$ cat src/rtl/instr_fetch_unit.sv
// ---------------------------------------------------------------------------
// instr_fetch_unit
//   Instruction-side front end. It owns the program counter and issues one
//   word read at a time over a req/ready + rvalid handshake. Returned words
//   go into a small first-word-fall-through FIFO, which is presented
//   downstream as a valid/ready stream of {instr, pc}. A redirect flushes
//   the FIFO and restarts fetch. If a response is still in flight when the
//   redirect arrives, that response is dropped.
//
// Optional feature (macro IFU_PERF_COUNT_EN):
//   Adds fetch_count (FIFO pops) and flush_count (redirect pulses). Both
//   counters wrap.
//
// Ports:
//   CLK, RESET         clock (rising edge); asynchronous active-high reset
//   mem_req/mem_addr   read request and word-aligned byte address
//   mem_ready          memory accepts the request this cycle
//   mem_rvalid/rdata   read response
//   instr_valid/instr/instr_pc   head of the instruction FIFO
//   instr_ready        consumer pops the head this cycle
//   redirect/redirect_pc         one-cycle flush-and-restart request
//   fetch_count/flush_count      performance counters (IFU_PERF_COUNT_EN only)
// ---------------------------------------------------------------------------
module instr_fetch_unit #(
    parameter int unsigned       ADDR_W    = 32,
    parameter logic [ADDR_W-1:0] RESET_PC  = '0,
    parameter int unsigned       BUF_DEPTH = 2
) (
    input  logic              CLK,
    input  logic              RESET,
    output logic              mem_req,
    output logic [ADDR_W-1:0] mem_addr,
    input  logic              mem_ready,
    input  logic              mem_rvalid,
    input  logic [31:0]       mem_rdata,
    output logic              instr_valid,
    output logic [31:0]       instr,
    output logic [ADDR_W-1:0] instr_pc,
    input  logic              instr_ready,
    input  logic              redirect,
    input  logic [ADDR_W-1:0] redirect_pc
`ifdef IFU_PERF_COUNT_EN
    ,
    output logic [31:0]       fetch_count,
    output logic [15:0]       flush_count
`endif
);

    localparam int unsigned       PTR_W    = $clog2(BUF_DEPTH);
    localparam int unsigned       CNT_W    = PTR_W + 1;
    localparam logic [ADDR_W-1:0] START_PC = {RESET_PC[ADDR_W-1:2], 2'b00};
    localparam logic [CNT_W-1:0]  FULL_CNT = CNT_W'(BUF_DEPTH);

    typedef enum logic [1:0] {
        S_FETCH = 2'd0,
        S_WAIT  = 2'd1,
        S_STALL = 2'd2,
        S_DRAIN = 2'd3
    } state_t;

    state_t            state_q, state_d;
    logic              go_q;
    logic [ADDR_W-1:0] pc_q, pc_d;
    logic [PTR_W-1:0]  rd_ptr_q, rd_ptr_d;
    logic [PTR_W-1:0]  wr_ptr_q, wr_ptr_d;
    logic [CNT_W-1:0]  count_q, count_d, count_after;
    logic [31:0]       buf_instr_q [BUF_DEPTH];
    logic [ADDR_W-1:0] buf_pc_q    [BUF_DEPTH];

    logic              fetch_hs;
    logic              push;
    logic              pop;
    logic [ADDR_W-1:0] redirect_pc_al;
    logic              unused_redirect_lsb;

    assign redirect_pc_al      = {redirect_pc[ADDR_W-1:2], 2'b00};
    assign unused_redirect_lsb = ^redirect_pc[1:0];

    // go_q holds off the first request until the first clock edge after
    // reset is released. This keeps mem_req low while reset is asserted,
    // even though the FSM already sits in FETCH.
    assign fetch_hs = go_q && (state_q == S_FETCH) && mem_ready;

    // Only a response that belongs to a live WAIT is pushed. A response
    // drained after a redirect, or one that arrives after reset, never
    // reaches the FIFO.
    assign push = (state_q == S_WAIT) && mem_rvalid && !redirect;
    assign pop  = (count_q != '0) && instr_ready && !redirect;

    assign count_after = count_q + CNT_W'(push) - CNT_W'(pop);

    // State register, PC and FIFO control
    always_ff @(posedge CLK or posedge RESET) begin
        if (RESET) begin
            state_q  <= S_FETCH;
            go_q     <= 1'b0;
            pc_q     <= START_PC;
            rd_ptr_q <= '0;
            wr_ptr_q <= '0;
            count_q  <= '0;
        end else begin
            state_q  <= state_d;
            go_q     <= 1'b1;
            pc_q     <= pc_d;
            rd_ptr_q <= rd_ptr_d;
            wr_ptr_q <= wr_ptr_d;
            count_q  <= count_d;
        end
    end

    // FIFO storage holds data only, so it needs no reset
    always_ff @(posedge CLK) begin
        if (push) begin
            buf_instr_q[wr_ptr_q] <= mem_rdata;
            buf_pc_q[wr_ptr_q]    <= pc_q;
        end
    end

    // Next state
    always_comb begin
        state_d = state_q;
        case (state_q)
            S_FETCH: begin
                // A redirect that coincides with the handshake still leaves
                // one response in flight, and that response must be dropped.
                if (fetch_hs) state_d = redirect ? S_DRAIN : S_WAIT;
            end
            S_WAIT: begin
                if (redirect)        state_d = mem_rvalid ? S_FETCH : S_DRAIN;
                else if (mem_rvalid) state_d = (count_after < FULL_CNT) ? S_FETCH : S_STALL;
            end
            S_STALL: begin
                if (redirect || (count_q < FULL_CNT)) state_d = S_FETCH;
            end
            S_DRAIN: begin
                if (mem_rvalid) state_d = S_FETCH;
            end
            default: state_d = S_FETCH;
        endcase
    end

    // PC and FIFO pointer next state; a redirect overrides any push or pop
    always_comb begin
        pc_d     = pc_q;
        rd_ptr_d = rd_ptr_q;
        wr_ptr_d = wr_ptr_q;
        count_d  = count_q;
        if (redirect) begin
            pc_d     = redirect_pc_al;
            rd_ptr_d = '0;
            wr_ptr_d = '0;
            count_d  = '0;
        end else begin
            if (push) begin
                pc_d     = pc_q + ADDR_W'(4);
                wr_ptr_d = wr_ptr_q + PTR_W'(1);
            end
            if (pop) rd_ptr_d = rd_ptr_q + PTR_W'(1);
            count_d = count_after;
        end
    end

    // Outputs
    always_comb begin
        mem_req     = go_q && (state_q == S_FETCH);
        mem_addr    = pc_q;
        instr_valid = (count_q != '0);
        instr       = '0;
        instr_pc    = '0;
        if (count_q != '0) begin
            instr    = buf_instr_q[rd_ptr_q];
            instr_pc = buf_pc_q[rd_ptr_q];
        end
    end

`ifdef IFU_PERF_COUNT_EN
    logic [31:0] fetch_count_q;
    logic [15:0] flush_count_q;

    always_ff @(posedge CLK or posedge RESET) begin
        if (RESET) begin
            fetch_count_q <= '0;
            flush_count_q <= '0;
        end else begin
            if (pop)      fetch_count_q <= fetch_count_q + 32'd1;
            if (redirect) flush_count_q <= flush_count_q + 16'd1;
        end
    end

    assign fetch_count = fetch_count_q;
    assign flush_count = flush_count_q;
`endif

endmodule

$ cat config.mk
export PLATFORM = sky130hd
export DESIGN_NAME = instr_fetch_unit
export DESIGN_NICKNAME = d
export VERILOG_FILES = /design/src/rtl/instr_fetch_unit.sv
export SDC_FILE = /design/constraint.sdc
export NUM_CORES = 1
export LEC_CHECK = 0
export ABC_CLOCK_PERIOD_IN_PS = 11800
export BUFFER_PORTS_ARGS = -buffer_cell sky130_fd_sc_hd__buf_2
export CORE_ASPECT_RATIO = 0.75
export CORE_MARGIN = 2
export CORE_UTILIZATION = 60
export CTS_BUF_LIST = sky130_fd_sc_hd__clkbuf_8
export DETAILED_ROUTE_END_ITERATION = 6
export GPL_TIMING_DRIVEN = 1
export PLACE_DENSITY = 0.95
export SLEW_MARGIN = 20
export SYNTH_ARGS = -nofsm -noshare
export SYNTH_HDL_FRONTEND = slang
export SYNTH_SLANG_ARGS = --single-unit
$ cat constraint.sdc
create_clock -name CLK -period 11.8 [get_ports CLK]
set_clock_uncertainty 0.1 [all_clocks]
set_input_delay 1.77 -clock CLK [delete_from_list [all_inputs] [get_ports CLK]]
set_output_delay 1.77 -clock CLK [all_outputs]
set_load 0.02 [all_outputs]
Word-level counts from Yosys, hierarchy flattened
Memory sizes are Yosys's and may differ from the RTL's. Cells that the tools add are included.

Register bits after elaboration: 39. Bits in writable memories: 128. Output and inout port bits: 98. Logic and storage cells: 55. Memories: 2.

Add/subtract/negate cells: 5. Magnitude comparators: 2. Equal/unequal tests: 7. Multiplexer cells: 20. Reduce and logical (&&, ||, !) cells: 13.

Memory list: buf_instr_q (words 2, bits a word 32, read ports 1, clocked after memory_dff 0, write ports 1, RTL line 67) `logic [31:0] buf_instr_q [BUF_DEPTH];`; buf_pc_q (words 2, bits a word 32, read ports 1, clocked after memory_dff 0, write ports 1, RTL line 68) `logic [ADDR_W-1:0] buf_pc_q [BUF_DEPTH];`.

Operators with widths (count): 32-bit 2-to-1 mux (4); 32-bit by 3-bit adder with 32-bit output (second input constant) (1); 2-bit 2-to-1 mux (9); 2-bit one-hot mux with 4 select lines (1); 1-bit logical AND (6); 1-bit 2-to-1 mux (6); 2-bit inequality test (second input constant) (3); 2-bit nonzero test (3); 2-bit equality test (second input constant) (2); 2-bit < comparator (second input constant) (2); 4-bit AND reduction (1); 3-bit inequality test (second input constant) (1); 1-bit adder (second input constant) (2); 2-bit by 1-bit adder with 2-bit output (1); 2-bit by 1-bit equality test with 1-bit output (second input constant) (1); 2-bit zero test (1); 2-bit by 1-bit subtractor with 2-bit output (1); 1-bit zero test (1); 1-bit logical OR (1).

Longest topological paths before layout
Gate-level depths: netlist (run 1).

Word-level depth: 10. Gate-level depth with buffers: 11. Gate-level depth less buffers: 11.

Worst setup path after synthesis (run 1)
OpenSTA, ideal clock, no wires.

Path type: input to register. Start point: in redirect. End point: mem buf_instr_q[0][0] (enable). Setup time: 0.482 ns. Arrival: 4.960 ns. Required time: 11.218 ns. Setup slack: 6.257 ns. Cell stages on the path: 5. Path buffers: 2. Cell sequence: clkbuf_8 inv_1 clkbuf_1 nand2_1 nor2_1.

Word-level cells in the longest chain between the ends: 4.

RTL lines: start: declaration (RTL line 40) `input logic redirect,`; 1-bit zero test (RTL line 87) `assign push = (state_q == S_WAIT) && mem_rvalid && !redirect;`; 1-bit logical AND (RTL line 87); 1-bit 2-to-1 mux (RTL line 113) `if (push) begin`; 1-bit 2-to-1 mux (implied by the code) (RTL line 114) `buf_instr_q[wr_ptr_q] <= mem_rdata;`; end: declaration (RTL line 67).

No other way between the ends.

Final worst setup path (run 1)
Start point: in redirect. End point: reg state_q[1].

Word-level cells in the longest chain between the ends: 9. Elaborated cells between the ends (all ways): 16.

RTL lines: 1-bit zero test (RTL line 87, 88); 1-bit logical AND (RTL line 87); 2-bit by 1-bit adder with 2-bit output (RTL line 90) `assign count_after = count_q + CNT_W'(push) - CNT_W'(pop);`; 2-bit by 1-bit subtractor with 2-bit output (RTL line 90); 2-bit < comparator (RTL line 130) `else if (mem_rvalid) state_d = (count_after < FULL_CNT) ? S_FETCH : S_STALL;`; 2-bit 2-to-1 mux (2 in a row) (RTL line 130); 2-bit 2-to-1 mux (RTL line 129) `if (redirect) state_d = mem_rvalid ? S_FETCH : S_DRAIN;`; 2-bit one-hot mux with 4 select lines (RTL line 122) `case (state_q)`; end signal: assignment (RTL line 102) `state_q <= state_d;`; end: declaration (RTL line 61) `state_t state_q, state_d;`.

Several ways; a longest one is shown, not always the timed one. The select of a mux whose other input is x is not followed. A chain may end at the register's enable or synchronous reset.

==> impl_metrics.json, run 1 <==
{
  "antenna_cells": 0,
  "dr.pass1.iters": 6,
  "dp_hpwl_mm": 10.0,
  "setup.worst_path.end_class": "flop",
  "drt_iter0_drc": 617,
  "place.gp.congestion": 0.856,
  "vias": 5005,
  "cts_tree": "done",
  "worst_pin_slew_ns": 0.888,
  "postPlaceCellArea_um2": 7920,
  "initial_core_util": 0.611,
  "grt_overflow_total": 0,
  "grt_pass1_wl_mm": 24.2,
  "power.density_nw_per_um2": 148,
  "ys_types": 53,
  "cts.sinks": 161,
  "maxUsedRoutingLayer": "met4",
  "wl_met1_mm": 6.46,
  "die-area_um2": 12600,
  "synth-edff-count": 124,
  "antenna_found_initial": 0,
  "drive_gt1_frac": 0.305,
  "hold_path_class": "reg -> reg",
  "switchingPower_uw": 337,
  "multi_input_area_um2": 2190,
  "cap_violations": 0,
  "post-place-cells": 833,
  "ys_ff_latch": 161,
  "ir_worst_vdd_mv": 0.118,
  "intPower_uw": 902,
  "wire_per_inst_um": 18.0,
  "drc": 0,
  "vias_per_cell": 5.78,
  "cts_buffer_depth": 2,
  "netlist_instances": 537,
  "final_area_um2": 8350,
  "finalSetupTns_ns": 0,
  "fin_cells": 866,
  "required_ns": 12.03,
  "num_rows": 34,
  "crit_fanout": 64,
  "p_sw_frac": 0.272,
  "die_w_um": 129,
  "final-hold-violation-count": 0,
  "synth.largest_area_cell": "edfxtp_1",
  "post_cts_resized": 0,
  "fin_ws_ns": 7.73,
  "cts_buffers": 17,
  "area_delta_synth_final_pct": 18.5,
  "synth_area_leaders": "edfxtp_1 (53%), dfrtp_1 (13%), mux2i_1 (9.1%)",
  "worstSetupPathType": "in -> reg",
  "ant_nets": 0,
  "power_frac_comb": 0.124,
  "coreArea_um2": 11500,
  "layout.area.seq_um2": 4650,
  "final_nets": 764,
  "post-cts-setup-buffers": 0,
  "period_share": 0.345,
  "seq_power_share": 0.536,
  "clock_latency_ns": 0.44,
  "max_slew_margin": 0.408,
  "syn_area_um2": 7050,
  "synth_top_area_share": 0.528,
  "setup_violations": 0,
  "ys.flop_type": "edfxtp_1",
  "grt_util_all_layers": 0.249,
  "cts.clk_slew.worst_paths_ns": 0.09,
  "leakage_uw": 0.00319,
  "synth-warning-count": 0,
  "wl_met2_mm": 7.34,
  "h-tree-depth": 4,
  "clkPwrFrac": 0.341,
  "cts-root-buf": "clkbuf_8",
  "ios": 168,
  "cts_hold_buf": 0,
  "grt_max_degree": 65,
  "max_freq_mhz": 246,
  "die_h_um": 97.9,
  "critPathLaunchType": "input pin",
  "rsz0062_at_grt": "false",
  "finalMaxSlewViolations": 0,
  "arrival_ns": 4.30,
  "status": "finished clean",
  "route.met3.wl_mm": 1.47,
  "fin_crit_ns": 4.07,
  "synth-async-reset-ratio": 0.230,
  "yosysSeqAreaShare": 0.660,
  "fillers": 794,
  "io_buffers": 161,
  "grt_pass1_vias": 4786,
  "pre_cts_ws_ns": 7.32,
  "wl_mm": 15.6,
  "avgSynthCellArea_um2": 13.1
}
## final cells by class
type	count	share of cell area
sequential	161	0.557
multi-input combinational	335	0.262
timing repair buffer	167	0.103
clock buffer	17	0.0280
tap	162	0.0243
clock inverter	15	0.0216
inverter	9	0.00404
## sequential cells by signal, summed over array words and instances (netlist names)
signal / flops
buf_instr_q: 64
buf_pc_q: 60
count_q: 2
go_q: 1
mem_addr: 30
rd_ptr_q: 1
state_q: 2
wr_ptr_q: 1
## final timing paths
check | startpoint | end | slack, ns | depth (start not counted)
max | redirect | state_q[1] | 7.73 | 11
max in group asynchronous | RESET | rd_ptr_q | 9.88 | 3
min reg2reg | mem_addr[28] | buf_pc_q[0][28] | 0.48 | 0
max reg2reg | count_q[1] | state_q[1] | 9.08 | 11
min | mem_addr[28] | buf_pc_q[0][28] | 0.48 | 0
min in group asynchronous | RESET | mem_addr[28] | 1.34 | 3
## power by group through the flow
stage               Clock [uW]  Combinational [uW]  Sequential [uW]
floorplan                    0                91.2              677
global placement             0                 144              677
detailed placement           0                 148              680
CTS                        427                 149              667
global route               448                 166              668
finish                     422                 153              664
## through the flow
stage	power, uW	utilization	hold slack [ns]
6_report	1240	0.725	0.480
5_1_grt	1280	0.725	0.489
4_1_cts	1240	0.723	0.480
3_5_place_dp	828	0.687	0.463
3_3_place_gp	820	0.687	0.423
2_1_floorplan	768	-	0.424
## synthesized netlist by cell type (5+ instances only)
master / count
a31oi_1: 5
o21ai_0: 12
edfxtp_1: 124
o31ai_1: 8
o311ai_0: 10
nor4_1: 6
nor3_1: 6
clkbuf_1: 19
nand2_1: 32
nand4_1: 17
nor2_1: 80
nor2b_1: 7
nand3_1: 19
mux2i_1: 64
dfrtp_1: 37
xnor2_1: 9
inv_1: 9
## worst max-delay path: stages
cell and delay (ns):
buf_2 0.10, buf_4 0.30, inv_1 0.57, nand2_1 0.22, ha_1 0.34, inv_1 0.04, ha_1 0.18, xnor2_1 0.20
xnor2_1 0.16, nand3b_1 0.10, a221oi_1 0.30
## per-layer routing
| layer | up-vias | global-route usage |
|---|---|---|
| met5 | - | 0 |
| met4 | 0 | 0.0853 |
| met3 | 33 | 0.0625 |
| met2 | 273 | 0.387 |
| met1 | 2403 | 0.349 |
| li1 | 2296 | - |
## layout by cell type, fill, tap and decap left out, types with 10 or more instances in the layout
| cell type | netlist | final |
|---|---|---|
| buf_2 | 4 | 161 |
| clkbuf_8 | 3 | 17 |
| dfrtp_1 | 37 | 36 |
| edfxtp_1 | 124 | 124 |
| mux2i_1 | 64 | 64 |
| nand2_1 | 32 | 32 |
| nand3_1 | 19 | 19 |
| nand4_1 | 17 | 17 |
| nor2_1 | 80 | 78 |
| o21ai_0 | 12 | 12 |
| o311ai_0 | 10 | 10 |
## kinds of logic (layout without fill, tap and decap cells)
logic type	Yosys count	after routing	share of synthesized area
AO/OA/AOI/OAI	46	46	0.0470
buffers and inverters	44	208	0.0337
multiplexers	64	64	0.0909
AND/OR/NAND/NOR	204	204	0.146
adder cells (fa/ha/maj)	3	3	0.00533
other	2	5	0.00107
flip-flops	161	161	0.660
XOR/XNOR	13	13	0.0162
(Power assumes the default switching activity.)
==> run 2: changes to the inputs <==
ABC_CLOCK_PERIOD_IN_PS = 3400   (was 11800)
CORE_UTILIZATION = 50   (was 60)
PLACE_DENSITY = 0.88   (was 0.95)
clock period = 3.4 ns   (was 11.8 ns; I/O delays follow)
==> run 2 against run 1 <==
Against the previous run:
- global-route usage down 3.8 points
- sequential power rose to 3.5 times the previous value
- clock-buffer cell count did not move
- highest routed layer unchanged
==> impl_metrics.json, run 2 (synthesis results as in run 1) <==
{
  "status": "finished clean",
  "path_cells": "buf_12 -> mux2i_1 -> nor2_1 -> buf_2",
  "seq_power_share": 0.541,
  "setup_violations": 0,
  "wl_mm": 15.7,
  "grt_max_degree": 63,
  "crit_fanout": 41,
  "switchingPower_uw": 1130,
  "final_common_cell": "buf_2",
  "arrival_ns": 2.04,
  "initial_core_util": 0.513,
  "area_delta_synth_final_pct": 19.1,
  "drive_gt1_frac": 0.307,
  "drt_iter0_drc": 379,
  "r2r-start": "mem_addr[6]",
  "hold_path_class": "in -> async",
  "clkPwrFrac": 0.333,
  "path_buf_inv": 2,
  "clock_latency_ns": 0.46,
  "grt_overflow_total": 0,
  "worst_pin_slew_ns": 0.901,
  "dr.pass1.iters": 5,
  "grt_pass1_wl_mm": 24.5,
  "worstSetupPathType": "reg -> out",
  "h-tree-depth": 4,
  "final_nets": 767,
  "rsz0062_at_grt": "false",
  "place.gp.congestion": 0.815,
  "dp_hpwl_mm": 10.4,
  "drc": 0,
  "cts-root-buf": "clkbuf_8",
  "antenna_found_initial": 0,
  "fin_crit_ns": 2.65,
  "vias_per_cell": 5.65,
  "cap_violations": 0,
  "vias": 4980,
  "io_buffers": 161,
  "fillers": 1087,
  "period_share": 0.779,
  "finalMaxSlewViolations": 0,
  "p_sw_frac": 0.266,
  "antenna_cells": 0,
  "die-area_um2": 15100,
  "die_w_um": 141,
  "crit_start": "rd_ptr_q",
  "critPathLaunchType": "flop",
  "ant_nets": 0,
  "post-cts-setup-buffers": 0,
  "coreArea_um2": 13700,
  "finalSetupTns_ns": 0,
  "grt_pass1_vias": 4958,
  "grt_util_all_layers": 0.211,
  "slowest_stage": "dfrtp_4",
  "power.density_nw_per_um2": 506,
  "cts.clk_slew.worst_paths_ns": 0.09,
  "cts_buffers": 17,
  "r2r_slack_ns": 0.99,
  "ir_worst_vdd_mv": 0.238,
  "required_ns": 2.79,
  "ios": 168,
  "power_frac_comb": 0.125,
  "fin_util": 0.610,
  "top_register": "buf_instr_q",
  "post_cts_resized": 0,
  "largest_register_ffs": 64,
  "cts_tree": "done",
  "cts_buffer_depth": 2,
  "die_h_um": 107,
  "max_freq_mhz": 378,
  "final-hold-violation-count": 0,
  "leakage_uw": 0.00319,
  "wire_per_inst_um": 17.8,
  "max_slew_margin": 0.398,
  "cts.sinks": 161,
  "layout_common_cells": "buf_2 (161), edfxtp_1 (124), nor2_1 (78)",
  "setup.worst_path.end_class": "output port",
  "worst_path_largest_cell_delay_ns": 0.71,
  "num_rows": 37,
  "final_area_um2": 8390,
  "intPower_uw": 3120,
  "postPlaceCellArea_um2": 7990,
  "cts_hold_buf": 0,
  "crit_family": "flip-flops"
}
run 2: per-stage QoR:
| stage | power [uW] | worst slack [ns] | instances | hold slack [ns] |
|---|---|---|---|---|
| floorplan | 2660 | 0.146 | 540 | 0.434 |
| global placement | 2850 | 0.947 | 850 | 0.435 |
| detailed placement | 2880 | 0.873 | 850 | 0.441 |
| CTS | 4290 | 0.709 | 882 | 0.102 |
| global route | 4420 | 0.601 | 882 | 0.102 |
| finish | 4250 | 0.753 | 882 | 0.137 |
run 2: final timing paths:
check / depth (start not counted) / to
max reg2reg: 4 / mem_addr[31]
max: 4 / instr[8]
max in group asynchronous: 3 / mem_addr[4]
min reg2reg: 0 / buf_pc_q[0][29]
min in group CLK: 1 / buf_instr_q[1][2]
min: 2 / mem_addr[11]
run 2: power groups by stage:
stage	Combinational [uW]	Sequential, uW	Clock [uW]
after floorplan	317	2350	0
after global placement	522	2330	0
after detailed placement	536	2340	0
after CTS	539	2300	1450
after global routing	581	2310	1530
final	533	2300	1410
run 2: area by class of cell:
| class | count | area, um^2 | area share |
|---|---|---|---|
| clock buffers | 17 | 234 | 0.0279 |
| repair buffers | 170 | 898 | 0.107 |
| well taps | 175 | 219 | 0.0261 |
| clock inverters | 15 | 168 | 0.0200 |
| flip-flops and latches | 161 | 4650 | 0.554 |
| inverters | 9 | 33.8 | 0.00403 |
| multi-input cells | 335 | 2190 | 0.261 |
run 2: routing by layer:
| metal | track usage | up-vias | part of all wire |
|---|---|---|---|
| met4 | 0.0700 | 0 | 0.012 |
| met3 | 0.0661 | 25 | 0.073 |
| met5 | 0 | - | 0 |
| met1 | 0.279 | 2428 | 0.44 |
| met2 | 0.336 | 224 | 0.48 |
| li1 | - | 2303 | - |
